File: config.mk
export PLATFORM = sky130hd
export DESIGN_NAME = axi_store_master
export DESIGN_NICKNAME = d
export VERILOG_FILES = /design/src/rtl/axi_store_master.sv
export SDC_FILE = /design/constraint.sdc
export NUM_CORES = 1
export LEC_CHECK = 0
export ABC_AREA = 1
export BUFFER_PORTS_ARGS = -buffer_cell sky130_fd_sc_hd__buf_4
export CORE_AREA = 2 2 127 129
export DETAILED_ROUTE_END_ITERATION = 12
export DIE_AREA = 0 0 129 131
export GPL_TIMING_DRIVEN = 0
export HOLD_SLACK_MARGIN = 0.15
export PLACE_DENSITY = 0.87
export SLEW_MARGIN = 20
export SYNTH_ARGS = -nofsm -noshare
export SYNTH_HDL_FRONTEND = slang
export SYNTH_SLANG_ARGS = --single-unit
File: constraint.sdc
create_clock -name clk -period 2.1 [get_ports clk]
set_clock_uncertainty 0.05 [all_clocks]
set_input_delay 0 -clock clk [delete_from_list [all_inputs] [get_ports clk]]
set_output_delay 0 -clock clk [all_outputs]
set_load 0.02 [all_outputs]
File: src/rtl/axi_store_master.sv
// Single-beat AXI write initiator for the CPU store path (AW/W/B channels only).
// One store in flight; completion and error status come back as a registered pulse.
module axi_store_master #(
  parameter int unsigned ID_WIDTH   = 13,
  parameter int unsigned ADDR_WIDTH = 64,
  parameter int unsigned DATA_WIDTH = 64,
  parameter int unsigned STRB_WIDTH = DATA_WIDTH / 8,
  parameter int unsigned AXI_ID     = 0,
  parameter int unsigned TIMEOUT    = 1024
) (
  input  logic                  clk,
  input  logic                  reset,
  input  logic                  st_valid,
  output logic                  st_ready,
  input  logic [ADDR_WIDTH-1:0] st_addr,
  input  logic [DATA_WIDTH-1:0] st_data,
  input  logic [1:0]            st_size,
  output logic                  st_done,
  output logic                  st_err,
  output logic [ID_WIDTH-1:0]   m_axi_awid,
  output logic [ADDR_WIDTH-1:0] m_axi_awaddr,
  output logic [7:0]            m_axi_awlen,
  output logic [2:0]            m_axi_awsize,
  output logic [1:0]            m_axi_awburst,
  output logic                  m_axi_awlock,
  output logic [3:0]            m_axi_awcache,
  output logic [2:0]            m_axi_awprot,
  output logic                  m_axi_awvalid,
  input  logic                  m_axi_awready,
  output logic [DATA_WIDTH-1:0] m_axi_wdata,
  output logic [STRB_WIDTH-1:0] m_axi_wstrb,
  output logic                  m_axi_wlast,
  output logic                  m_axi_wvalid,
  input  logic                  m_axi_wready,
  input  logic [ID_WIDTH-1:0]   m_axi_bid,
  input  logic [1:0]            m_axi_bresp,
  input  logic                  m_axi_bvalid,
  output logic                  m_axi_bready
);

  typedef enum logic [1:0] {IDLE, ADDR_DATA, RESP, FAULT} state_t;

  localparam int unsigned CNT_W = (TIMEOUT > 1) ? $clog2(TIMEOUT) : 1;
  localparam logic [CNT_W-1:0] TMO_LAST = CNT_W'(TIMEOUT - 1);

  state_t                state_q, state_d;
  logic [ADDR_WIDTH-1:0] awaddr_q, awaddr_d;
  logic [2:0]            awsize_q, awsize_d;
  logic [DATA_WIDTH-1:0] wdata_q, wdata_d;
  logic [STRB_WIDTH-1:0] wstrb_q, wstrb_d;
  logic                  awvalid_q, awvalid_d;
  logic                  wvalid_q, wvalid_d;
  logic                  st_done_q, st_done_d;
  logic                  st_err_q, st_err_d;
  logic [CNT_W-1:0]      tcnt_q, tcnt_d;

  logic       misaligned;
  logic [7:0] strb_base;
  logic       aw_done;
  logic       w_done;
  logic       timeout_hit;
  logic       unused_bid;

  // Response ID is not checked: only one transaction is ever outstanding.
  assign unused_bid = ^m_axi_bid;

  always_comb begin
    misaligned = 1'b0;
    strb_base  = 8'h00;
    case (st_size)
      2'd0: begin misaligned = 1'b0;            strb_base = 8'h01; end
      2'd1: begin misaligned = st_addr[0];      strb_base = 8'h03; end
      2'd2: begin misaligned = |st_addr[1:0];   strb_base = 8'h0F; end
      default: begin misaligned = |st_addr[2:0]; strb_base = 8'hFF; end
    endcase
  end

  // A channel counts as done once its valid has dropped or is handshaking now.
  assign aw_done     = !awvalid_q || m_axi_awready;
  assign w_done      = !wvalid_q || m_axi_wready;
  assign timeout_hit = (TIMEOUT != 0) && (tcnt_q == TMO_LAST);

  always_comb begin
    state_d   = state_q;
    awaddr_d  = awaddr_q;
    awsize_d  = awsize_q;
    wdata_d   = wdata_q;
    wstrb_d   = wstrb_q;
    awvalid_d = awvalid_q;
    wvalid_d  = wvalid_q;
    st_done_d = 1'b0;
    st_err_d  = 1'b0;
    tcnt_d    = tcnt_q;
    case (state_q)
      IDLE: begin
        if (st_valid) begin
          awaddr_d = st_addr;
          awsize_d = {1'b0, st_size};
          wdata_d  = st_data << {st_addr[2:0], 3'b000};
          wstrb_d  = STRB_WIDTH'(strb_base << st_addr[2:0]);
          if (misaligned) begin
            state_d = FAULT;
          end else begin
            state_d   = ADDR_DATA;
            awvalid_d = 1'b1;
            wvalid_d  = 1'b1;
          end
        end
      end
      ADDR_DATA: begin
        if (awvalid_q && m_axi_awready) awvalid_d = 1'b0;
        if (wvalid_q && m_axi_wready)   wvalid_d  = 1'b0;
        if (aw_done && w_done) begin
          state_d = RESP;
          tcnt_d  = '0;
        end
      end
      RESP: begin
        if (m_axi_bvalid) begin
          state_d   = IDLE;
          st_done_d = 1'b1;
          st_err_d  = (m_axi_bresp != 2'b00);
        end else if (timeout_hit) begin
          state_d   = IDLE;
          st_done_d = 1'b1;
          st_err_d  = 1'b1;
        end else begin
          tcnt_d = tcnt_q + CNT_W'(1);
        end
      end
      FAULT: begin
        state_d   = IDLE;
        st_done_d = 1'b1;
        st_err_d  = 1'b1;
      end
      default: state_d = IDLE;
    endcase
  end

  always_ff @(posedge clk) begin
    if (reset) begin
      state_q   <= IDLE;
      awaddr_q  <= '0;
      awsize_q  <= '0;
      wdata_q   <= '0;
      wstrb_q   <= '0;
      awvalid_q <= 1'b0;
      wvalid_q  <= 1'b0;
      st_done_q <= 1'b0;
      st_err_q  <= 1'b0;
      tcnt_q    <= '0;
    end else begin
      state_q   <= state_d;
      awaddr_q  <= awaddr_d;
      awsize_q  <= awsize_d;
      wdata_q   <= wdata_d;
      wstrb_q   <= wstrb_d;
      awvalid_q <= awvalid_d;
      wvalid_q  <= wvalid_d;
      st_done_q <= st_done_d;
      st_err_q  <= st_err_d;
      tcnt_q    <= tcnt_d;
    end
  end

  assign st_ready      = (state_q == IDLE);
  assign st_done       = st_done_q;
  assign st_err        = st_err_q;
  assign m_axi_awid    = ID_WIDTH'(AXI_ID);
  assign m_axi_awaddr  = awaddr_q;
  assign m_axi_awlen   = 8'd0;
  assign m_axi_awsize  = awsize_q;
  assign m_axi_awburst = 2'b01;
  assign m_axi_awlock  = 1'b0;
  assign m_axi_awcache = 4'd0;
  assign m_axi_awprot  = 3'd0;
  assign m_axi_awvalid = awvalid_q;
  assign m_axi_wdata   = wdata_q;
  assign m_axi_wstrb   = wstrb_q;
  assign m_axi_wvalid  = wvalid_q;
  assign m_axi_wlast   = wvalid_q;
  assign m_axi_bready  = (state_q == RESP);

endmodule

==> Implementation_results.wiki, run 1 <==
{| class="wikitable"
! Metric !! Value
|-
| Power density normalized to cell area || 764.9 nW/um^2
|-
| Reg2Reg Setup Slack || 0.04 ns
|-
| Cell types with the highest counts after synthesis || sky130_fd_sc_hd__nand2_1, sky130_fd_sc_hd__nor2_1, sky130_fd_sc_hd__dfxtp_1
|-
| RR Endpoint || m_axi_wdata[35]$_SDFFE_PP0P_
|-
| Cts bufs inserted || 17
|-
| Leftover overflow at the end of global routing || 0
|-
| Clk pin slew, worst setup/hold paths || 0.07 ns
|-
| Multiplexer share of the synthesized area || 0.1339%
|-
| Ratio of cells with drive above 1 in the final layout || 25.65%
|-
| Syn. warnings || 0
|-
| Number of antenna-violating nets in the routed design || 0
|-
| CTS tree || built
|-
| Die X-Extent || 129 microns
|-
| Run status || finished clean
|-
| Total track usage || 38.79%
|-
| I/O Pins || 328
|-
| Count of input and output buffers || 281
|-
| Antenna violations before repair || 1
|-
| Vias in the first global route || 9,339
|-
| Insertion delay of the later-clocked pin in the worst-skew pair || 0.43 ns
|-
| Wirelength per Cell || 18.52 microns
|-
| Fraction of the mapped netlist area in compound gates || 16.05%
|-
| Number of cells on the worst reg-to-reg path || 7
|-
| Endpoint arrival time on the critical path || 2.36 ns
|-
| Total leakage power || 5.840 nW
|-
| Effective utilization at floorplan || 47.93%
|-
| Netlist Area Pre-Place || 7476 sq um
|-
| Post-synthesis area per instance || 6.717 sq um
|-
| Xor-xnor portion of the synthesized cell area || 0%
|-
| Top area cells in the synthesized netlist || sky130_fd_sc_hd__dfxtp_1, sky130_fd_sc_hd__nand2_1, sky130_fd_sc_hd__nor2_1, sky130_fd_sc_hd__o21ai_0, sky130_fd_sc_hd__nand3_1
|-
| Num rows || 46
|-
| Category of the critical setup timing path || flip-flop to flip-flop
|-
| Final-report setup violation count || 0
|-
| Height of the die || 131 microns
|-
| Worst min-delay path category || input port to flip-flop
|-
| HPWL after detailed placement || 22,110 microns
|-
| Number of remaining DRC errors || 0
|-
| Vias after detailed routing || 9,807
|-
| Share of the clock period used by the worst path after layout || 98.20%
|-
| Largest family of logic cells by synthesized area || simple AND/OR/NAND/NOR gates
|-
| Capturing instance or port of the critical path || m_axi_wdata[35]$_SDFFE_PP0P_
|-
| Critical Path Fanout Max || 10
|-
| H-tree lvl count || 4
|-
| Commonest register cell after synthesis || sky130_fd_sc_hd__dfxtp_1
|-
| Count of state elements after synthesis || 154
|-
| Buffer depth of the longest clock path || 2
|-
| Asr flop ratio synth || 0%
|-
| Synthesis-to-layout area growth || 62.28%
|-
| Adder-cell share of the synthesized area || 0.1674%
|-
| Number of optimization iterations in the first detailed-route pass || 7
|-
| Filler cell count || 1,051
|-
| Post-synthesis sequential area ratio || 41.24%
|-
| Cell with the most instances after synthesis || sky130_fd_sc_hd__nand2_1
|-
| Kind of end point of the critical path || flip-flop
|-
| Setup repair after global routing missed its margin || false
|-
| Maximum number of pins on one net before global-route repair || 17
|-
| WP data required || 2.40 ns
|-
| Peak supply drop || 0.5683 mV
|-
| Slew @ Worst Pin || 0.7722 ns
|-
| Clk Tree Root Cell || sky130_fd_sc_hd__clkbuf_16
|-
| Cell count after synthesis || 1,113
|-
| Number of synthesized flops with an enable pin || 0
|-
| Pins Over Slew Limit || 0
|-
| Global-route wire length before repair || 49,580 microns
|-
| Aggregate negative setup slack || 0 ns
|-
| Count of distinct cell types in the synthesized netlist || 33
|-
| Maxcap violations || 0
|-
| Yosys top cell area share || 41.24%
|-
| WL final || 33,790 microns
|-
| Overall power || 9.279 mW
|-
| Final worst path period need || 2.062 ns
|-
| Core footprint || 15,600 sq um
|-
| Iteration-0 DRC Markers || 1,167
|-
| Simple logic cell fraction of the synthesized area || 30.18%
|-
| Last weighted congestion value of the routability-driven placer || 1.025
|-
| R2R Path Start || state_q[1]$_SDFFE_PP0P_
|-
| Maximum clock rate || 484.9 MHz
|-
| Final Hold Fails || 0
|-
| Critical Path Start || state_q[1]$_SDFFE_PP0P_
|-
| Slew Limit Headroom || 48.52%
|-
| Total Die Area || 16,900 sq um
|-
| Total Nets Final || 1,746
|-
| Sinks on the clock net || 154
|-
| Startpoint class of the critical path || flip-flop
|-
| Cell taking the most area after synthesis || sky130_fd_sc_hd__dfxtp_1
|-
| Vias per inst || 5.377
|}
[cell type report]
class	instances	area, sq um	area share (%)
repair buffers	432	3616	29.81
multi-input cells	810	3602	29.69
flip-flops and latches	154	3083	25.41
plain buffers	106	640.6	5.281
clock buffers	21	450.4	3.713
inverters	73	274.0	2.259
well taps	216	270.3	2.228
clock inverters	10	190.2	1.568
diodes	2	5.005	0.04125
[flip-flops by register name, summed over array words and instances, names as in the netlist, 2 cells and up]
| signal | cells |
|---|---|
| m_axi_wdata | 64 |
| tcnt_q | 10 |
| state_q | 2 |
| m_axi_awsize | 2 |
| m_axi_wstrb | 8 |
| m_axi_awaddr | 64 |
[per-layer routing]
metal,wire [microns],track usage (%),vias to the layer above
li1,-,-,4471
met1,11610,40.68,4423
met2,16540,68.75,744
met3,3462,11.24,169
met4,2166,24.17,0
met5,0,0,-
[cells by family (layout without fill, tap and decap cells)]
kind of cell / count (synthesis) / in the layout
muxes: 1 / 1
AOI/OAI and AO/OA: 225 / 225
DFF: 154 / 154
adders and majority gates: 1 / 1
and+or+nand+nor: 551 / 551
buffers and inverters: 179 / 642
other: 2 / 34
[where the power goes]
part           switching (mW)  internal (mW)
sequential              0.166           3.17
combinational            1.47           1.06
clock                    1.27           2.14
[worst min path at each step]
| stage | startpoint | endpoint | depth (start not counted) |
|---|---|---|---|
| after floorplan | st_addr[41] | m_axi_awaddr[41]$_SDFFE_PP0P_ | 2 |
| after global placement | st_addr[41] | m_axi_awaddr[41]$_SDFFE_PP0P_ | 3 |
| after detailed placement | st_data[5] | m_axi_wdata[5]$_SDFFE_PP0P_ | 3 |
| after CTS | st_data[12] | m_axi_wdata[20]$_SDFFE_PP0P_ | 7 |
| after global routing | st_data[12] | m_axi_wdata[12]$_SDFFE_PP0P_ | 5 |
| final | st_data[27] | m_axi_wdata[27]$_SDFFE_PP0P_ | 7 |
[worst max-delay path, cell delays in order, from the launching register on]
cell	delay (ns)
sky130_fd_sc_hd__dfxtp_1	0.37
sky130_fd_sc_hd__nor2_4	0.14
sky130_fd_sc_hd__nand2_2	0.09
sky130_fd_sc_hd__nor2_2	0.18
sky130_fd_sc_hd__buf_2	0.29
sky130_fd_sc_hd__nand3_1	0.13
sky130_fd_sc_hd__dlygate4sd3_1	0.60
sky130_fd_sc_hd__a21oi_1	0.15
[cell usage in the layout, fill, tap and decap left out, drive strengths merged, types with 2 or more instances in the layout]
cell type    instances
inv                 74
nand3               78
o21ai              130
dfxtp              154
buf                358
o22ai                8
nand2              258
a21oi               62
diode                2
bufinv               5
clkbuf              52
conb                32
clkinv               4
nor3                 4
dlygate4sd3        149
a22oi               21
nor2               197
or2                 11
a31oi                2
[per-stage QoR]
| step | hold slack, ns | cell area, sq um | std cells | util, % | worst slack [ns] |
|---|---|---|---|---|---|
| finish | 0.2003 | 12130 | 1824 | 77.78 | 0.03775 |
| global route | 0.2182 | 12130 | 1823 | 77.76 | 0.002907 |
| CTS | 0.1511 | 12110 | 1821 | 77.64 | 0.06505 |
| detailed placement | 0.2064 | 9968 | 1640 | 63.91 | 0.4568 |
| global placement | 0.1922 | 9968 | 1640 | 63.91 | 0.4888 |
| floorplan | 0.09784 | 7589 | 1143 | - | 0.6234 |
[what timing repair did]
action,CTS,global route
hold buffers,150,0
hold endpoints to repair,139,0
resized for setup,0,6
buffers inserted,0,2
setup endpoints to repair,0,5
No activity file was read; power rests on OpenSTA's default activity.
==> run 2, diff against run 1 <==
==> config.mk (replaced) <==
export PLATFORM = sky130hd
export DESIGN_NAME = axi_store_master
export DESIGN_NICKNAME = d
export VERILOG_FILES = /design/src/rtl/axi_store_master.sv
export SDC_FILE = /design/constraint.sdc
export NUM_CORES = 1
export LEC_CHECK = 0
export CORE_AREA = 2 2 129 131
export DETAILED_ROUTE_END_ITERATION = 12
export DIE_AREA = 0 0 131 133
export DONT_BUFFER_PORTS = 1
export GPL_TIMING_DRIVEN = 0
export HOLD_SLACK_MARGIN = 0.15
export PLACE_DENSITY = 0.67
export SLEW_MARGIN = 20
export SYNTH_ARGS = -nofsm -noshare
export SYNTH_HDL_FRONTEND = slang
export SYNTH_SLANG_ARGS = --single-unit
==> run 2 against run 1 <==
Against the previous run:
- core utilization shrank 16 points
- clock power shrank 6%
- first-iteration DRC count shrank 46%
- sequential power grew 6.0%
- critical path type unchanged
- highest routed layer unchanged
==> Implementation_results.wiki, run 2 <==
{| class="wikitable"
! Metric !! Value
|-
| Run status || finished clean
|-
| Post-synthesis area per instance || 8.579 sq um (+28%)
|-
| Worst min-delay path category || input port to flip-flop
|-
| Yosys top cell area share || 41.59% (+0.36 points)
|-
| Die X-Extent || 131 microns (+1.6%)
|-
| Cell with the most instances after synthesis || sky130_fd_sc_hd__nand2_1
|-
| Number of antenna-violating nets in the routed design || 0 (unchanged)
|-
| Global-route wire length before repair || 40,100 microns (-19%)
|-
| Clk pin slew, worst setup/hold paths || 0.07 ns (about the same)
|-
| Count of input and output buffers || 0 (-100%)
|-
| Leftover overflow at the end of global routing || 0 (unchanged)
|-
| Multi-input gate area in the final layout || 3787 sq um (+5.1%)
|-
| Commonest register cell after synthesis || sky130_fd_sc_hd__dfxtp_1
|-
| Wire length on met2 || 12,710 microns (-23%)
|-
| Iteration-0 DRC Markers || 633 (-46%)
|-
| Height of the die || 133 microns (+1.5%)
|-
| Endpoint arrival time on the critical path || 2.22 ns (-0.14 ns)
|-
| Number of placed instances with taps included || 1,114 (-32%)
|-
| Netlist Area Pre-Place || 7412 sq um (-0.85%)
|-
| Power density normalized to cell area || 823.9 nW/um^2 (+7.7%)
|-
| Critical Path Fanout Max || 10 (unchanged)
|-
| Total Nets Final || 1,226 (-30%)
|-
| Cell types with the highest counts after synthesis || sky130_fd_sc_hd__nand2_1, sky130_fd_sc_hd__dfxtp_1, sky130_fd_sc_hd__a21oi_1
|-
| WL final || 27,140 microns (-20%)
|-
| Kind of end point of the critical path || flip-flop
|-
| Commonest cells after routing, fill and taps aside || sky130_fd_sc_hd__nand2_1, sky130_fd_sc_hd__dlygate4sd3_1, sky130_fd_sc_hd__dfxtp_1, sky130_fd_sc_hd__a21oi_1, sky130_fd_sc_hd__nor2_1
|-
| Number of remaining DRC errors || 0 (unchanged)
|-
| Count of distinct cell types in the synthesized netlist || 53 (+61%)
|-
| Sinks on the clock net || 154 (unchanged)
|-
| Uppermost layer routed || met4
|-
| Total Die Area || 17,420 sq um (+3.1%)
|-
| Final worst path period need || 1.989 ns (-0.07348 ns)
|-
| Pins Over Slew Limit || 0 (unchanged)
|-
| Final worst setup slack || 0.1112 ns (+0.07348 ns)
|-
| Slew @ Worst Pin || 0.7705 ns (-0.001680 ns)
|-
| Startpoint class of the critical path || flip-flop
|-
| Vias after detailed routing || 7,498 (-24%)
|-
| Wirelength per Cell || 20.78 microns (+12%)
|-
| Maximum clock rate || 502.8 MHz (+3.7%)
|-
| Buffer depth of the longest clock path || 2 (unchanged)
|-
| I/O Pins || 328 (unchanged)
|-
| Met1 Wirelength || 9636 microns (-17%)
|-
| Category of the critical setup timing path || flip-flop to flip-flop
|-
| Post-synthesis sequential area ratio || 41.59% (+0.36 points)
|-
| Total track usage || 30.43% (-8.4 points)
|-
| Maxcap violations || 0 (unchanged)
|-
| Number of optimization iterations in the first detailed-route pass || 5 (-2)
|-
| Aggregate negative setup slack || 0 ns (unchanged)
|-
| Effective utilization at floorplan || 45.83% (-2.1 points)
|-
| Vias per inst || 5.741 (+6.8%)
|-
| Slew Limit Headroom || 48.25% (-0.27 points)
|-
| Share of the clock period used by the worst path after layout || 94.70% (-3.5 points)
|-
| Final-report setup violation count || 0 (unchanged)
|-
| WP data required || 2.34 ns (-0.06 ns)
|-
| Number of diodes || 0 (-2)
|-
| Clk Tree Root Cell || sky130_fd_sc_hd__clkbuf_16
|-
| Filler cell count || 1,315 (+25%)
|-
| Top area cells in the synthesized netlist || sky130_fd_sc_hd__dfxtp_1, sky130_fd_sc_hd__mux4_2, sky130_fd_sc_hd__nand2_1, sky130_fd_sc_hd__a21oi_1, sky130_fd_sc_hd__buf_4
|-
| Number of synthesized flops with an enable pin || 0 (unchanged)
|-
| Setup repair after global routing missed its margin || false
|-
| H-tree lvl count || 4 (unchanged)
|-
| Startpoint of the tightest hold check path || st_data[23]
|-
| Num rows || 47 (+2.2%)
|-
| Asr flop ratio synth || 0% (unchanged)
|-
| Count of state elements after synthesis || 154 (unchanged)
|-
| Syn. warnings || 0 (unchanged)
|-
| Worst hold slack || 0.1503 ns (-0.05004 ns)
|-
| Critical Path Start || state_q[1]$_SDFFE_PP0P_
|-
| R2R Path Start || state_q[1]$_SDFFE_PP0P_
|-
| Worst Setup Slack post-DPL || 0.06476 ns (-0.3921 ns)
|-
| Core footprint || 16,170 sq um (+3.7%)
|-
| Maximum number of pins on one net before global-route repair || 17 (unchanged)
|-
| Cell taking the most area after synthesis || sky130_fd_sc_hd__dfxtp_1
|-
| Final standard cell area without fillers || 10,040 sq um (-17%)
|-
| Met3 wire length || 3346 microns (-3.4%)
|-
| Antenna violations before repair || 0 (-1)
|-
| HPWL after detailed placement || 18,410 microns (-17%)
|-
| Vias in the first global route || 7,274 (-22%)
|-
| CTS tree || built
|-
| Footprint of the flip-flops and latches || 3083 sq um (unchanged)
|-
| Ratio of cells with drive above 1 in the final layout || 14.64% (-11 points)
|-
| Insertion delay of the later-clocked pin in the worst-skew pair || 0.43 ns (about the same)
|-
| Peak supply drop || 0.5646 mV (-0.65%)
|-
| Final standard cell count with taps included and fillers excluded || 1,306 (-28%)
|-
| Cts bufs inserted || 17 (unchanged)
|-
| DP Area || 7800 sq um (-22%)
|-
| Last weighted congestion value of the routability-driven placer || 0.9260 (-9.7%)
|-
| Final Hold Fails || 0 (unchanged)
|-
| Synthesis-to-layout area growth || 35.40%
|-
| Commonest non-fill, non-tap cell in the layout || sky130_fd_sc_hd__nand2_1
|-
| Total leakage power || 3.880 nW (-34%)
|-
| Cell count after synthesis || 864 (-22%)
|}
run 2: logic make-up after synthesis:
| kind of cell | share of synthesized area (%) |
|---|---|
| compound gates | 17.23 |
| fa+ha+maj | 0.1688 |
| buf+inv | 8.930 |
| flops | 41.59 |
| mux | 13.23 |
| other cells | 0.1013 |
| simple gates | 18.74 |
run 2: layout make-up:
type,count,area share (%)
multi-input combinational,627,37.74
sequential,154,30.72
timing repair buffer,161,16.06
buffer,107,6.383
clock buffer,18,4.376
tap,220,2.743
clock inverter,13,1.758
inverter,6,0.2244
run 2: what timing repair did:
action / in CTS / in global routing
endpoints found under the setup margin: 0 / 19
buffers inserted: 0 / 0
hold endpoints to repair: 149 / 0
hold buffers: 161 / 0
resized for setup: 0 / 4
run 2: path summary, 6_finish.rpt:
check / end / slack (ns) / cells past startpoint
min reg2reg: tcnt_q[9]$_SDFFE_PP0P_ / 0.42 / 1
max reg2reg: m_axi_wdata[37]$_SDFFE_PP0P_ / 0.11 / 6
max: m_axi_wdata[37]$_SDFFE_PP0P_ / 0.11 / 6
min: m_axi_wdata[55]$_SDFFE_PP0P_ / 0.15 / 5
run 2: critical path, stage by stage (launching register included):
cell	delay, ns
sky130_fd_sc_hd__dfxtp_1	0.29
sky130_fd_sc_hd__buf_2	0.17
sky130_fd_sc_hd__nor2_4	0.23
sky130_fd_sc_hd__nand2_2	0.19
sky130_fd_sc_hd__clkbuf_1	0.34
sky130_fd_sc_hd__a221oi_1	0.46
sky130_fd_sc_hd__nor3_1	0.11
run 2: power by group:
part / leakage [nW] / internal, mW / switching, mW
Sequential: 1.26 / 3.12 / 0.405
Clock: 0.304 / 1.84 / 1.37
Combinational: 2.32 / 0.689 / 0.846
Total: 3.88 / 5.65 / 2.62
run 2: metal layers:
metal | track usage (%) | vias up
met3 | 11.12 | 117
met2 | 49.14 | 536
li1 | - | 3397
met4 | 15.72 | 0
met1 | 35.05 | 3448
met5 | 0 | -
run 2: metrics by stage:
step | utilization, % | power (mW)
floorplan | - | 4.436
global placement | 48.23 | 4.741
detailed placement | 48.23 | 4.757
CTS | 62.00 | 8.258
global route | 62.06 | 8.590
finish | 62.06 | 8.269
